--- src/rtl/backend_ctrl_if.sv ---
// rtl/backend_ctrl_if.sv - host SPI link and module link signals of the backend command router
interface backend_ctrl_if #(
    parameter int NMOD = 4
);
    logic            spi_cs_n;
    logic            spi_sck;
    logic            spi_mosi;
    logic            spi_miso;
    logic [NMOD-1:0] m_ctrl;
    logic [NMOD-1:0] m_resp;
    logic            fifo_ovf;

    modport master (
        output spi_cs_n, spi_sck, spi_mosi, m_resp,
        input  spi_miso, m_ctrl, fifo_ovf
    );

    modport slave (
        input  spi_cs_n, spi_sck, spi_mosi, m_resp,
        output spi_miso, m_ctrl, fifo_ovf
    );
endinterface

--- src/rtl/backend_ctrl.sv ---
// rtl/backend_ctrl.sv - SPI command router to NMOD module links with a shared response FIFO
module backend_ctrl #(
    parameter int NMOD       = 4,
    parameter int FIFO_DEPTH = 16
) (
    input  logic         clk,
    input  logic         rst_n,
    backend_ctrl_if.slave bus
);
    localparam int AW = $clog2(FIFO_DEPTH);

    // [1] is the synchronised level, [2] the previous one for edge detection
    logic [2:0] cs_q;
    logic [2:0] sck_q;
    logic [1:0] mosi_q;

    always_ff @(posedge clk or negedge rst_n) begin
        if (!rst_n) begin
            cs_q   <= 3'b111;
            sck_q  <= 3'b111;
            mosi_q <= 2'b00;
        end else begin
            cs_q   <= {cs_q[1:0], bus.spi_cs_n};
            sck_q  <= {sck_q[1:0], bus.spi_sck};
            mosi_q <= {mosi_q[0], bus.spi_mosi};
        end
    end

    logic cs_low, cs_fall, cs_rise, sck_rise, sck_fall;
    assign cs_low   = ~cs_q[1];
    assign cs_fall  =  cs_q[2] & ~cs_q[1];
    assign cs_rise  = ~cs_q[2] &  cs_q[1];
    assign sck_rise = ~sck_q[2] &  sck_q[1];
    assign sck_fall =  sck_q[2] & ~sck_q[1];

    logic [31:0] fifo_mem [FIFO_DEPTH];
    logic [AW:0] wr_ptr, rd_ptr;
    logic        fifo_empty, fifo_full, push, pop;
    logic [31:0] push_word, fifo_head;

    assign fifo_empty = (wr_ptr == rd_ptr);
    assign fifo_full  = (wr_ptr[AW] != rd_ptr[AW]) && (wr_ptr[AW-1:0] == rd_ptr[AW-1:0]);
    assign fifo_head  = fifo_mem[rd_ptr[AW-1:0]];
    assign pop        = cs_fall & ~fifo_empty;

    always_ff @(posedge clk) begin
        if (push)
            fifo_mem[wr_ptr[AW-1:0]] <= push_word;
    end

    always_ff @(posedge clk or negedge rst_n) begin
        if (!rst_n) begin
            wr_ptr <= '0;
            rd_ptr <= '0;
        end else begin
            if (push) wr_ptr <= wr_ptr + 1'b1;
            if (pop)  rd_ptr <= rd_ptr + 1'b1;
        end
    end

    logic [31:0] tx_sh, rx_sh;
    logic [5:0]  bit_cnt;

    always_ff @(posedge clk or negedge rst_n) begin
        if (!rst_n) begin
            tx_sh   <= '0;
            rx_sh   <= '0;
            bit_cnt <= '0;
        end else if (cs_fall) begin
            tx_sh   <= fifo_empty ? 32'h0 : fifo_head;
            bit_cnt <= '0;
        end else if (cs_low) begin
            if (sck_rise) begin
                rx_sh <= {rx_sh[30:0], mosi_q[1]};
                if (bit_cnt != 6'd33)
                    bit_cnt <= bit_cnt + 6'd1;
            end
            // the leading falling edge precedes the host's first sample, so bit 31 must stay put
            if (sck_fall && bit_cnt != 6'd0)
                tx_sh <= {tx_sh[30:0], 1'b0};
        end
    end

    assign bus.spi_miso = tx_sh[31];

    logic frame_ok, cmd_ok;
    assign frame_ok = cs_rise && (bit_cnt == 6'd32);
    assign cmd_ok   = frame_ok && (rx_sh != 32'h0) && (rx_sh[31:28] == 4'hF)
                      && (int'(rx_sh[27:24]) < NMOD);

    // start bit in [32]; shifting in zeros returns the line low after the last data bit
    logic [32:0] ser_sh [NMOD];

    always_ff @(posedge clk or negedge rst_n) begin
        if (!rst_n) begin
            for (int m = 0; m < NMOD; m++)
                ser_sh[m] <= '0;
        end else begin
            for (int m = 0; m < NMOD; m++) begin
                if (cmd_ok && rx_sh[27:24] == 4'(m))
                    ser_sh[m] <= {1'b1, rx_sh};
                else
                    ser_sh[m] <= {ser_sh[m][31:0], 1'b0};
            end
        end
    end

    always_comb begin
        bus.m_ctrl = '0;
        for (int m = 0; m < NMOD; m++)
            bus.m_ctrl[m] = ser_sh[m][32];
    end

    logic [5:0]      rcv_cnt   [NMOD];
    logic [30:0]     rcv_sh    [NMOD];
    logic [31:0]     pend_word [NMOD];
    logic [NMOD-1:0] rcv_drop, pend, grant;
    logic            found;

    always_comb begin
        grant     = '0;
        push_word = '0;
        found     = 1'b0;
        for (int m = 0; m < NMOD; m++) begin
            if (!fifo_full && pend[m] && !found) begin
                grant[m]  = 1'b1;
                push_word = pend_word[m];
                found     = 1'b1;
            end
        end
    end

    assign push = |grant;

    always_ff @(posedge clk or negedge rst_n) begin
        if (!rst_n) begin
            for (int m = 0; m < NMOD; m++) begin
                rcv_cnt[m]   <= '0;
                rcv_sh[m]    <= '0;
                pend_word[m] <= '0;
            end
            rcv_drop     <= '0;
            pend         <= '0;
            bus.fifo_ovf <= 1'b0;
        end else begin
            for (int m = 0; m < NMOD; m++) begin
                if (grant[m])
                    pend[m] <= 1'b0;
                if (rcv_cnt[m] == 6'd0) begin
                    if (bus.m_resp[m]) begin
                        rcv_cnt[m]  <= 6'd32;
                        // a word still stuck behind a full FIFO wins over the new frame
                        rcv_drop[m] <= pend[m] & ~grant[m];
                        if (pend[m] && !grant[m])
                            bus.fifo_ovf <= 1'b1;
                    end
                end else begin
                    rcv_sh[m]  <= {rcv_sh[m][29:0], bus.m_resp[m]};
                    rcv_cnt[m] <= rcv_cnt[m] - 6'd1;
                    if (rcv_cnt[m] == 6'd1 && !rcv_drop[m]) begin
                        pend[m]      <= 1'b1;
                        pend_word[m] <= {rcv_sh[m], bus.m_resp[m]};
                    end
                end
            end
        end
    end
endmodule

--- src/flat_wrapper.sv ---
// flat-port wrapper written by rule: the top's interface ports become plain ports
module backend_ctrl_flat 
#(
    parameter int NMOD       = 4,
    parameter int FIFO_DEPTH = 16
)
  (clk, rst_n, bus_spi_cs_n, bus_spi_sck, bus_spi_mosi, bus_m_resp, bus_spi_miso, bus_m_ctrl, bus_fifo_ovf);
  backend_ctrl_if #(.NMOD(NMOD)) bus_i ();
  input  logic clk;
  input  logic rst_n;
  input wire logic [$bits(bus_i.spi_cs_n)-1:0] bus_spi_cs_n;
  input wire logic [$bits(bus_i.spi_sck)-1:0] bus_spi_sck;
  input wire logic [$bits(bus_i.spi_mosi)-1:0] bus_spi_mosi;
  input wire logic [$bits(bus_i.m_resp)-1:0] bus_m_resp;
  output wire logic [$bits(bus_i.spi_miso)-1:0] bus_spi_miso;
  output wire logic [$bits(bus_i.m_ctrl)-1:0] bus_m_ctrl;
  output wire logic [$bits(bus_i.fifo_ovf)-1:0] bus_fifo_ovf;
  assign bus_i.spi_cs_n = bus_spi_cs_n;
  assign bus_i.spi_sck = bus_spi_sck;
  assign bus_i.spi_mosi = bus_spi_mosi;
  assign bus_i.m_resp = bus_m_resp;
  assign bus_spi_miso = bus_i.spi_miso;
  assign bus_m_ctrl = bus_i.m_ctrl;
  assign bus_fifo_ovf = bus_i.fifo_ovf;
  backend_ctrl #(.NMOD(NMOD), .FIFO_DEPTH(FIFO_DEPTH)) u_core (.clk(clk), .rst_n(rst_n), .bus(bus_i));
endmodule
--- config.mk ---
export PLATFORM = sky130hd
export DESIGN_NAME = backend_ctrl_flat
export DESIGN_NICKNAME = d
export VERILOG_FILES = /design/src/rtl/backend_ctrl_if.sv /design/src/rtl/backend_ctrl.sv /design/src/flat_wrapper.sv
export SDC_FILE = /design/constraint.sdc
export NUM_CORES = 1
export LEC_CHECK = 0
export ABC_AREA = 1
export BUFFER_PORTS_ARGS = -buffer_cell sky130_fd_sc_hd__buf_2
export CAP_MARGIN = 20
export CORE_UTILIZATION = 60
export CTS_BUF_LIST = sky130_fd_sc_hd__clkbuf_4 sky130_fd_sc_hd__clkbuf_8 sky130_fd_sc_hd__clkbuf_16
export DETAILED_ROUTE_END_ITERATION = 16
export HOLD_SLACK_MARGIN = 0.08
export PLACE_DENSITY = 0.76
export SLEW_MARGIN = 40
export SYNTH_ARGS = -nofsm -noshare
export SYNTH_HDL_FRONTEND = slang
export SYNTH_SLANG_ARGS = --single-unit
--- constraint.sdc ---
create_clock -name clk -period 9.9 [get_ports clk]
set_input_delay 0.99 -clock clk [delete_from_list [all_inputs] [get_ports clk]]
set_output_delay 0.99 -clock clk [all_outputs]
set_load 0.005 [all_outputs]
==> out/qor.yml <==
run_status:
  status: "finished clean"
cells_and_area:
  syn_to_final_growth_pct: 10.4
  layout-drive-gt1-share: 0.0820
  finish.cell_count_without_fillers: 4852
  post-route-cell-area_um2: 45100
  nFillCells: 4782
  nets: 3920
worst_setup_path:
  arrival_ns: 4.27
  crit_chain: "buf_4, inv_1, buf_4, nand2_1, nand2_1, nor2_2, nand3_2, o31ai_2, nand2_1, nand2_1, nor2_4, buf_4"
  critical_path_buf_inv_count: 4
  critPathSlowestCell: "nor2_4"
  critPathLaunchType: "flop"
  crit_family: "simple AND/OR/NAND/NOR gates"
  critical_path_class: "flop to flop"
  critPathMaxFanout: 39
  required_ns: 10.21
  path_common_cell: "nand2_1"
  r2r_cells: 12
  r2r-end: "u_core.fifo_mem[6][26]$_DFFE_PP_"
  endpoint_kind: "flop"
  timing.rr.start: "u_core.rd_ptr[2]$_DFFE_PN0P_"
  cpPeakStageDelay_ns: 0.60
  r2r_setup_slack_ns: 5.93
route:
  first_pass_iters: 7
  ant_nets: 0
  via_count: 27300
  drcViolationCount: 0
  drtIter0Drc: 2850
  vias_per_cell: 5.62
  wirelength_mm: 93.6
  wl_per_cell_um: 19.3
clock_tree:
  cts_tree: "done"
  cts.sinks: 1017
  cts_max_path_buffers: 3
  clock_latency_ns: 0.67
  post_cts.repair.setup_buffers: 0
  hold_buffers: 0
  htree_levels: 3
  cts_resized: 0
  path_clk_slew_ns: 0.06
  numCtsBuffers: 100
  root_buffer: "clkbuf_16"
job:
  cap_violations: 0
floorplan:
  rows: 95
  die_w_um: 263
  start_util: 0.607
  coreArea_um2: 67300
  dieArea_um2: 69100
  die-height_um: 263
  io_pins: 15
timing:
  setup_viol: 0
  setup_slack_ns: 5.93
  period_share: 0.401
  tns_ns: 0
  hold_viol: 0
  max_freq_ghz: 0.252
  slew_viol_final: 0
  worstMarginPinSlew_ns: 0.794
  rsz0062_at_grt: "no"
  fin_crit_ns: 3.97
  skew_ns: 0.0215
  slew_headroom: 0.470
power:
  p_leak_uw: 0.0191
  peakVddDrop_v: 0.000219
  power_density_nw_per_um2: 294
  power_uw: 13300
yosys:
  yosysSeqAreaShare: 0.686
  syn_area_per_cell_um2: 10.4
  syn_inst: 3942
  synthFlopType: "edfxtp_1"
  synth_top_area_frac: 0.376
  synth_edf_count: 512
  yosysMostFrequentCell: "nand2_1"
  async_reset_ff_frac: 0.497
  synth.distinct_cells: 39
  yosysWarnings: 0
  synth_top_cell_by_area: "edfxtp_1"
  ys_top_cells_by_count: "nand2_1, o21ai_0, edfxtp_1"
  synth_nets: 3968
  syn-cell-area_um2: 40900
  synth.area.top_cells: "edfxtp_1, dfrtp_1, nand2_1, o21ai_0, nor2_1"
  synth_seq_cells: 1017
placement:
  place_inst: 4664
  dp_slack_ns: 5.92
  place_area_um2: 41600
  place.gp.congestion: 0.890
  hpwl_mm: 55.1
  io_buffers: 14
hold_path:
  holdCritPathClass: "input pin to async pin"
global_routing:
  grt_use_met2: 0.437
  grt_start_max_net_pins: 202
  overflow: 0
  grt_util_all_layers: 0.274
  use_met3: 0.0448
  busiest_layer: "met2"
  grtUsageMet1: 0.373
  grt_pass1_vias: 26200
  grt_pass1_wl_mm: 147
  antenna_found_initial: 0
report_power, final:
| part | internal, µW | switching (µW) |
|---|---|---|
| clock | 2280 | 1590 |
| sequential | 5410 | 502 |
| combinational | 964 | 2530 |
| total | 8660 | 4620 |
layout by cell type (no fill, tap or decap), drive strengths merged, types with 4 or more instances in the layout:
| master | Yosys | final |
|---|---|---|
| o21ai | 621 | 621 |
| dfstp | 6 | 6 |
| clkinv | 1 | 31 |
| xor2 | 15 | 15 |
| inv | 305 | 308 |
| nand4 | 7 | 7 |
| or2 | 14 | 14 |
| nor3 | 8 | 8 |
| dfrtp | 499 | 499 |
| mux2 | 13 | 13 |
| a21oi | 45 | 45 |
| o211ai | 27 | 27 |
| edfxtp | 512 | 512 |
| buf | 100 | 62 |
| nor2 | 504 | 504 |
| xnor2 | 4 | 4 |
| o22ai | 14 | 14 |
| nand3 | 111 | 111 |
| nand2 | 997 | 997 |
| ha | 17 | 17 |
| clkbuf | 112 | 145 |
| bufinv | 0 | 8 |
how the worst max path moves through the flow:
stage,cells past startpoint,slack [ns],from,to
after global placement,13,6.03,u_core.rd_ptr[2]$_DFFE_PN0P_,u_core.fifo_mem[0][13]$_DFFE_PP_
final,12,5.93,u_core.rd_ptr[2]$_DFFE_PN0P_,u_core.fifo_mem[6][26]$_DFFE_PP_
after CTS,11,5.90,u_core.rd_ptr[0]$_DFFE_PN0P_,u_core.fifo_mem[5][13]$_DFFE_PP_
after floorplan,10,6.11,u_core.rd_ptr[0]$_DFFE_PN0P_,u_core.fifo_mem[7][0]$_DFFE_PP_
after global routing,12,5.81,u_core.rd_ptr[2]$_DFFE_PN0P_,u_core.fifo_mem[6][26]$_DFFE_PP_
after detailed placement,13,5.92,u_core.rd_ptr[2]$_DFFE_PN0P_,u_core.fifo_mem[0][13]$_DFFE_PP_
layout make-up:
type,instances,area (µm²),share of cell area
Clock inverter,41,472,0.0105
Sequential cell,1017,28000,0.622
Antenna cell,1,2.50,0.0000555
Inverter,306,1160,0.0256
Clock buffer,145,2940,0.0652
Timing Repair Buffer,62,571,0.0127
Multi-Input combinational cell,2407,10800,0.240
Tap cell,873,1090,0.0242
kinds of logic (layout without fill, tap and decap cells):
logic type,count (synthesis),in the layout,synth area share
xor gates and xnor gates,19,19,0.00407
buffers and inverters,518,554,0.0541
AOI/OAI and AO/OA,712,712,0.0897
muxes,13,13,0.00358
adders and majority gates,17,17,0.00521
DFF,1017,1017,0.686
and+or+nand+nor,1646,1646,0.158
other,0,1,0
registers in the layout, indices dropped and copies added, names as in the netlist:
name	count
u_core.mosi_q	2
u_core.ser_sh	128
u_core.rcv_cnt	24
u_core.pend	4
u_core.bit_cnt	6
u_core.sck_q	3
u_core.pend_word	128
u_core.bus.fifo_ovf	1
u_core.rx_sh	32
u_core.wr_ptr	5
u_core.fifo_mem	512
u_core.rcv_drop	4
u_core.tx_sh	32
u_core.rd_ptr	5
u_core.bus.m_ctrl	4
u_core.rcv_sh	124
u_core.cs_q	3
routing by layer:
| layer | wire length [µm] | vias to the layer above |
|---|---|---|
| met5 | 0 | - |
| met4 | 4340 | 0 |
| met3 | 7470 | 202 |
| met2 | 44100 | 1065 |
| met1 | 37700 | 13200 |
| li1 | - | 12800 |
stage by stage:
stage / hold WS [ns] / util
finish: 0.341 / 0.670
global route: 0.364 / 0.670
CTS: 0.359 / 0.670
detailed placement: 0.348 / 0.619
global placement: 0.337 / 0.617
floorplan: 0.331 / -
worst reg2reg max path, stage by stage, from the launching register on:
cell	delay (ns)
dfrtp_2	0.38
buf_4	0.34
inv_1	0.14
buf_4	0.46
nand2_1	0.11
nand2_1	0.09
nor2_2	0.05
nand3_2	0.13
o31ai_2	0.11
nand2_1	0.34
nand2_1	0.35
nor2_4	0.61
buf_4	0.50
(Power assumes the default switching activity.)
